### src/rtl/inv_shift_rows_stream.sv
// Byte-serial AES state collector that registers InvShiftRows of each 16-byte block.
// Optional macro INV_SHIFT_ROWS_DIR_EN adds a dir port selecting forward ShiftRows (dir = 0).
module inv_shift_rows_stream #(
  parameter int Nb = 128,
  parameter int Bw = 8
) (
  input  logic          Clk,
  input  logic          Rst,
`ifdef INV_SHIFT_ROWS_DIR_EN
  input  logic          dir,
`endif
  input  logic [Bw-1:0] in_byte,
  input  logic          in_valid,
  output logic          in_ready,
  output logic [Nb-1:0] out_state,
  output logic          out_valid,
  input  logic          out_ready,
  output logic [3:0]    byte_cnt
);

  typedef enum logic [0:0] {
    COLLECT = 1'b0,
    HOLD    = 1'b1
  } state_t;

  state_t        state_r;
  logic [Bw-1:0] buf_r [0:15];
  logic [3:0]    byte_cnt_r;
  logic [Nb-1:0] out_state_r;
  logic          out_valid_r;
  logic [Nb-1:0] block_s;
  logic          inv_sel_s;

  // Row r of column c comes from column (c - r) mod 4 when inverting, (c + r) mod 4 otherwise.
  function automatic logic [127:0] shift_rows(input logic [127:0] s, input logic inv);
    logic [127:0] res;
    int           src;
    res = 128'd0;
    for (int c = 0; c < 4; c++) begin
      for (int r = 0; r < 4; r++) begin
        if (inv) begin
          src = 4 * ((c - r + 4) % 4) + r;
        end else begin
          src = 4 * ((c + r) % 4) + r;
        end
        res[127 - 8 * (4 * c + r) -: 8] = s[127 - 8 * src -: 8];
      end
    end
    return res;
  endfunction

`ifdef INV_SHIFT_ROWS_DIR_EN
  assign inv_sel_s = dir;
`else
  assign inv_sel_s = 1'b1;
`endif

  // Full block as seen on the edge that accepts the last byte: 15 stored bytes plus in_byte.
  always_comb begin
    block_s = '0;
    for (int i = 0; i < 15; i++) begin
      block_s[Nb - 1 - 8 * i -: 8] = buf_r[i];
    end
    block_s[Bw-1:0] = in_byte;
  end

  // Collect/hold state machine with registered result and handshake flags.
  always_ff @(posedge Clk or posedge Rst) begin
    if (Rst) begin
      state_r     <= COLLECT;
      byte_cnt_r  <= 4'd0;
      out_state_r <= '0;
      out_valid_r <= 1'b0;
      for (int i = 0; i < 16; i++) begin
        buf_r[i] <= '0;
      end
    end else begin
      case (state_r)
        COLLECT: begin
          if (in_valid) begin
            buf_r[byte_cnt_r] <= in_byte;
            if (byte_cnt_r == 4'd15) begin
              out_state_r <= shift_rows(block_s, inv_sel_s);
              out_valid_r <= 1'b1;
              byte_cnt_r  <= 4'd0;
              state_r     <= HOLD;
            end else begin
              byte_cnt_r  <= byte_cnt_r + 4'd1;
            end
          end
        end
        HOLD: begin
          if (out_ready) begin
            out_valid_r <= 1'b0;
            state_r     <= COLLECT;
          end
        end
        default: begin
          state_r     <= COLLECT;
          byte_cnt_r  <= 4'd0;
          out_valid_r <= 1'b0;
        end
      endcase
    end
  end

  assign in_ready  = (state_r == COLLECT);
  assign out_state = out_state_r;
  assign out_valid = out_valid_r;
  assign byte_cnt  = byte_cnt_r;

endmodule

### config.mk
export PLATFORM = sky130hd
export DESIGN_NAME = inv_shift_rows_stream
export DESIGN_NICKNAME = d
export VERILOG_FILES = /design/src/rtl/inv_shift_rows_stream.sv
export SDC_FILE = /design/constraint.sdc
export NUM_CORES = 1
export LEC_CHECK = 0
export CAP_MARGIN = 10
export CORE_MARGIN = 3
export CORE_UTILIZATION = 40
export CTS_CLUSTER_DIAMETER = 100
export DETAILED_ROUTE_END_ITERATION = 7
export PLACE_DENSITY = 0.72
export SLEW_MARGIN = 10
export SYNTH_ARGS = -nofsm -noshare
export SYNTH_HDL_FRONTEND = slang
export SYNTH_SLANG_ARGS = --single-unit
export TNS_END_PERCENT = 5
### constraint.sdc
create_clock -name Clk -period 10.2 [get_ports Clk]
set_clock_uncertainty 0.05 [all_clocks]
set_input_delay 2.04 -clock Clk [delete_from_list [all_inputs] [get_ports Clk]]
set_output_delay 2.04 -clock Clk [all_outputs]
set_load 0.03 [all_outputs]
==> flow_metrics.tcl <==
set metrics [dict create \
    status "finished clean" \
    cts_buffers 26 \
    layout.nets 745 \
    finalSetupTns_ps 0 \
    ff2ff_path_depth 6 \
    drtPass1Iterations 4 \
    synth-simple-area-share_pct 2.928 \
    syn_area_um2 9787 \
    syn2layout_area_growth_pct 25.98 \
    post-cts-setup-buffers 0 \
    clockBufferDepth 3 \
    die_x_um 162.4 \
    grt_pass1_wl_um 33200 \
    grt_use_total_pct 15.91 \
    ant_nets 0 \
    fin_crit_sh_pct 45.64 \
    dp_hpwl_um 13420 \
    cp-end-kind "register" \
    synth.top_cell.area_share_pct 64.95 \
    floorplan.initialDensity_pct 41.20 \
    drv_cap 0 \
    synth_cells 582 \
    hold_viol 0 \
    arrival_ps 5000 \
    rsz0062_at_grt "no" \
    via_per_inst 4.988 \
    p_leak_nw 5.612 \
    totalWireLength_um 20690 \
    cts_hold_buf 0 \
    synth-seq-cells 254 \
    io_buffers 145 \
    synth.distinct_cells 28 \
    first_iter_violations 263 \
    die_y_um 162.4 \
    synth_mux_area_share_pct 28.53 \
    routabilityCongestion 0.7741 \
    netlist_top_cells_area "dfrtp_1 65%, mux2_2 28%, buf_6 1.6%" \
    synth_xor_area_share_pct 0.08949 \
    syn_area_per_cell_um2 16.82 \
    rr_startpoint "byte_cnt[1]" \
    ios 146 \
    cp_top_family "buffers and inverters" \
    drive_gt1_share_pct 41.39 \
    root_buffer "clkbuf_16" \
    max_freq_mhz 214.8 \
    synthAdderAreaFrac_pct 0.5114 \
    reg2reg_to "out_state[14]" \
    grt_pass1_vias 5849 \
    grt_antenna_before_repair 0 \
    core-area_um2 23750 \
    synth_top_family_by_area "multiplexers" \
    setup_viol 0 \
    ys_warn_count 0 \
    slew_violations 0 \
    cts_htree_levels 1 \
    cp.required_ps 10540 \
    yosys.area.top_type "dfrtp_1" \
    min_path_type "reg2reg" \
    ys_seq_area_share_pct 64.95 \
    cp_slowest_cell "buf_4" \
    cpPeakStageDelay_ps 820 \
    wl_per_cell_um 19.38 \
    cts.repair.resized 0 \
    syn_nets 598 \
    hp-start "block_s[60]" \
    maxSlewHeadroom_pct 28.85 \
    grt_max_degree 91 \
    power.density_nw_per_um2 323.8 \
    cts_sinks 254 \
    die_area_um2 26380 \
    clkSlewWorstSetupHoldPaths_ps 60 \
    ys_async_sr_fraction_pct 100.0 \
    cp_common_cell "buf_4" \
    vias 5327 \
    timing.final.ws_setup_ps 5544 \
    crit_path_max_fanout 69 \
    synth_top_flop_cell "dfrtp_1" \
    tightestPinTransition_ps 1067 \
    clock_latency_ps 510 \
    synth_compound_area_share_pct 0.4347 \
    critPathLaunchType "input port" \
    crit_buf_inv 3 \
    fin_crit_ps 4656 \
    path_cells "clkdlybuf4s50_1 -> nand3b_4 -> nor2_4 -> buf_4 -> buf_4 -> mux2_2" \
    path_class "in2reg" \
    pre_cts_slack_ps 4989 \
    diodes 0 \
    r2r_slack_ps 6940 \
    cts_tree "built" \
    ir_drop_v 0.0001516 \
    synth_edf_count 0 \
    hold_end "block_s[60]" \
    worstHoldPathCells 1 \
    gr-total-overflow 0 \
    route.detailed.drc 0 \
    std_cell_rows 56 \
]
-- power breakdown --
group | internal [mW] | switching (mW) | leakage, nW | total [mW]
logic | 0.679 | 0.684 | 1.86 | 1.36
clock network | 0.578 | 0.378 | 0.440 | 0.956
registers | 1.43 | 0.248 | 3.31 | 1.67
-- synthesized netlist by cell type, types with 2 or more instances --
| cell | count |
|---|---|
| dfrtp_1 | 254 |
| mux2_2 | 247 |
| buf_6 | 14 |
| clkbuf_1 | 8 |
| buf_2 | 5 |
| nand2_1 | 5 |
| nand2b_1 | 5 |
| ha_1 | 4 |
| inv_1 | 4 |
| nand3_1 | 4 |
| nor2_2 | 4 |
| buf_4 | 3 |
| nand3b_1 | 3 |
| nor3_4 | 3 |
| o21ai_0 | 3 |
| nand3b_2 | 2 |
| nor2_4 | 2 |
| nor3b_4 | 2 |
-- layout make-up --
class | instances | area (um2)
Clock buffer | 37 | 773.2
Multi-Input combinational cell | 294 | 3186
Fill cell | 1935 | 11420
Timing Repair Buffer | 149 | 1481
Tap cell | 319 | 399.1
Inverter | 4 | 22.52
Clock inverter | 11 | 111.4
Sequential cell | 254 | 6356
-- how the worst max path moves through the flow --
stage                         from             to  cells after the start
after floorplan                Rst   block_s[100]                      1
after global placement    in_valid  out_state[35]                      6
after detailed placement  in_valid  out_state[36]                      6
after CTS                 in_valid  out_state[36]                      6
after global routing      in_valid   out_state[8]                      6
final                     in_valid  out_state[14]                      6
-- routing by layer --
layer / GRT usage [%] / wire length [um]
met4: 3.373 / 361
met1: 21.31 / 9140
met5: 0 / 0
met2: 27.38 / 10350
met3: 2.798 / 842
-- registers in the layout, summed over array words and instances (netlist names) --
name       count
out_state    128
block_s      120
byte_cnt       4
out_valid      1
state_r        1
-- placed cells by master (no fill, tap or decap), types with 2 or more instances in the layout --
cell type	instances
clkbuf_16	27
clkbuf_1	4
nor3_4	3
clkbuf_8	6
mux2_2	247
nand3b_2	2
clkdlybuf4s50_1	145
nand3_1	4
inv_1	3
ha_1	4
buf_4	4
nor2_2	3
dfrtp_1	254
nand2b_1	5
nor2_4	3
nand3b_1	3
o21ai_0	3
nor3b_4	2
bufinv_16	2
nand2_1	5
clkinv_2	7
-- per-stage QoR --
step / hold WS, ps / util, % / power (mW) / cells / instance area [um2]
floorplan: 402.2 / - / 2.507 / 582 / 9787
global placement: 415.8 / 48.18 / 3.011 / 1020 / 11440
detailed placement: 430.1 / 48.18 / 3.075 / 1020 / 11440
CTS: 444.0 / 51.91 / 4.046 / 1068 / 12330
global route: 466.4 / 51.91 / 4.203 / 1068 / 12330
finish: 438.0 / 51.91 / 3.993 / 1068 / 12330
-- kinds of logic after synthesis --
family                     count (synthesis)
AOI/OAI and AO/OA                          7
buffers and inverters                     34
DFF                                      254
adders and majority gates                  4
xor gates and xnor gates                   1
muxes                                    248
and+or+nand+nor                           34
No activity file was read; power rests on OpenSTA's default activity.
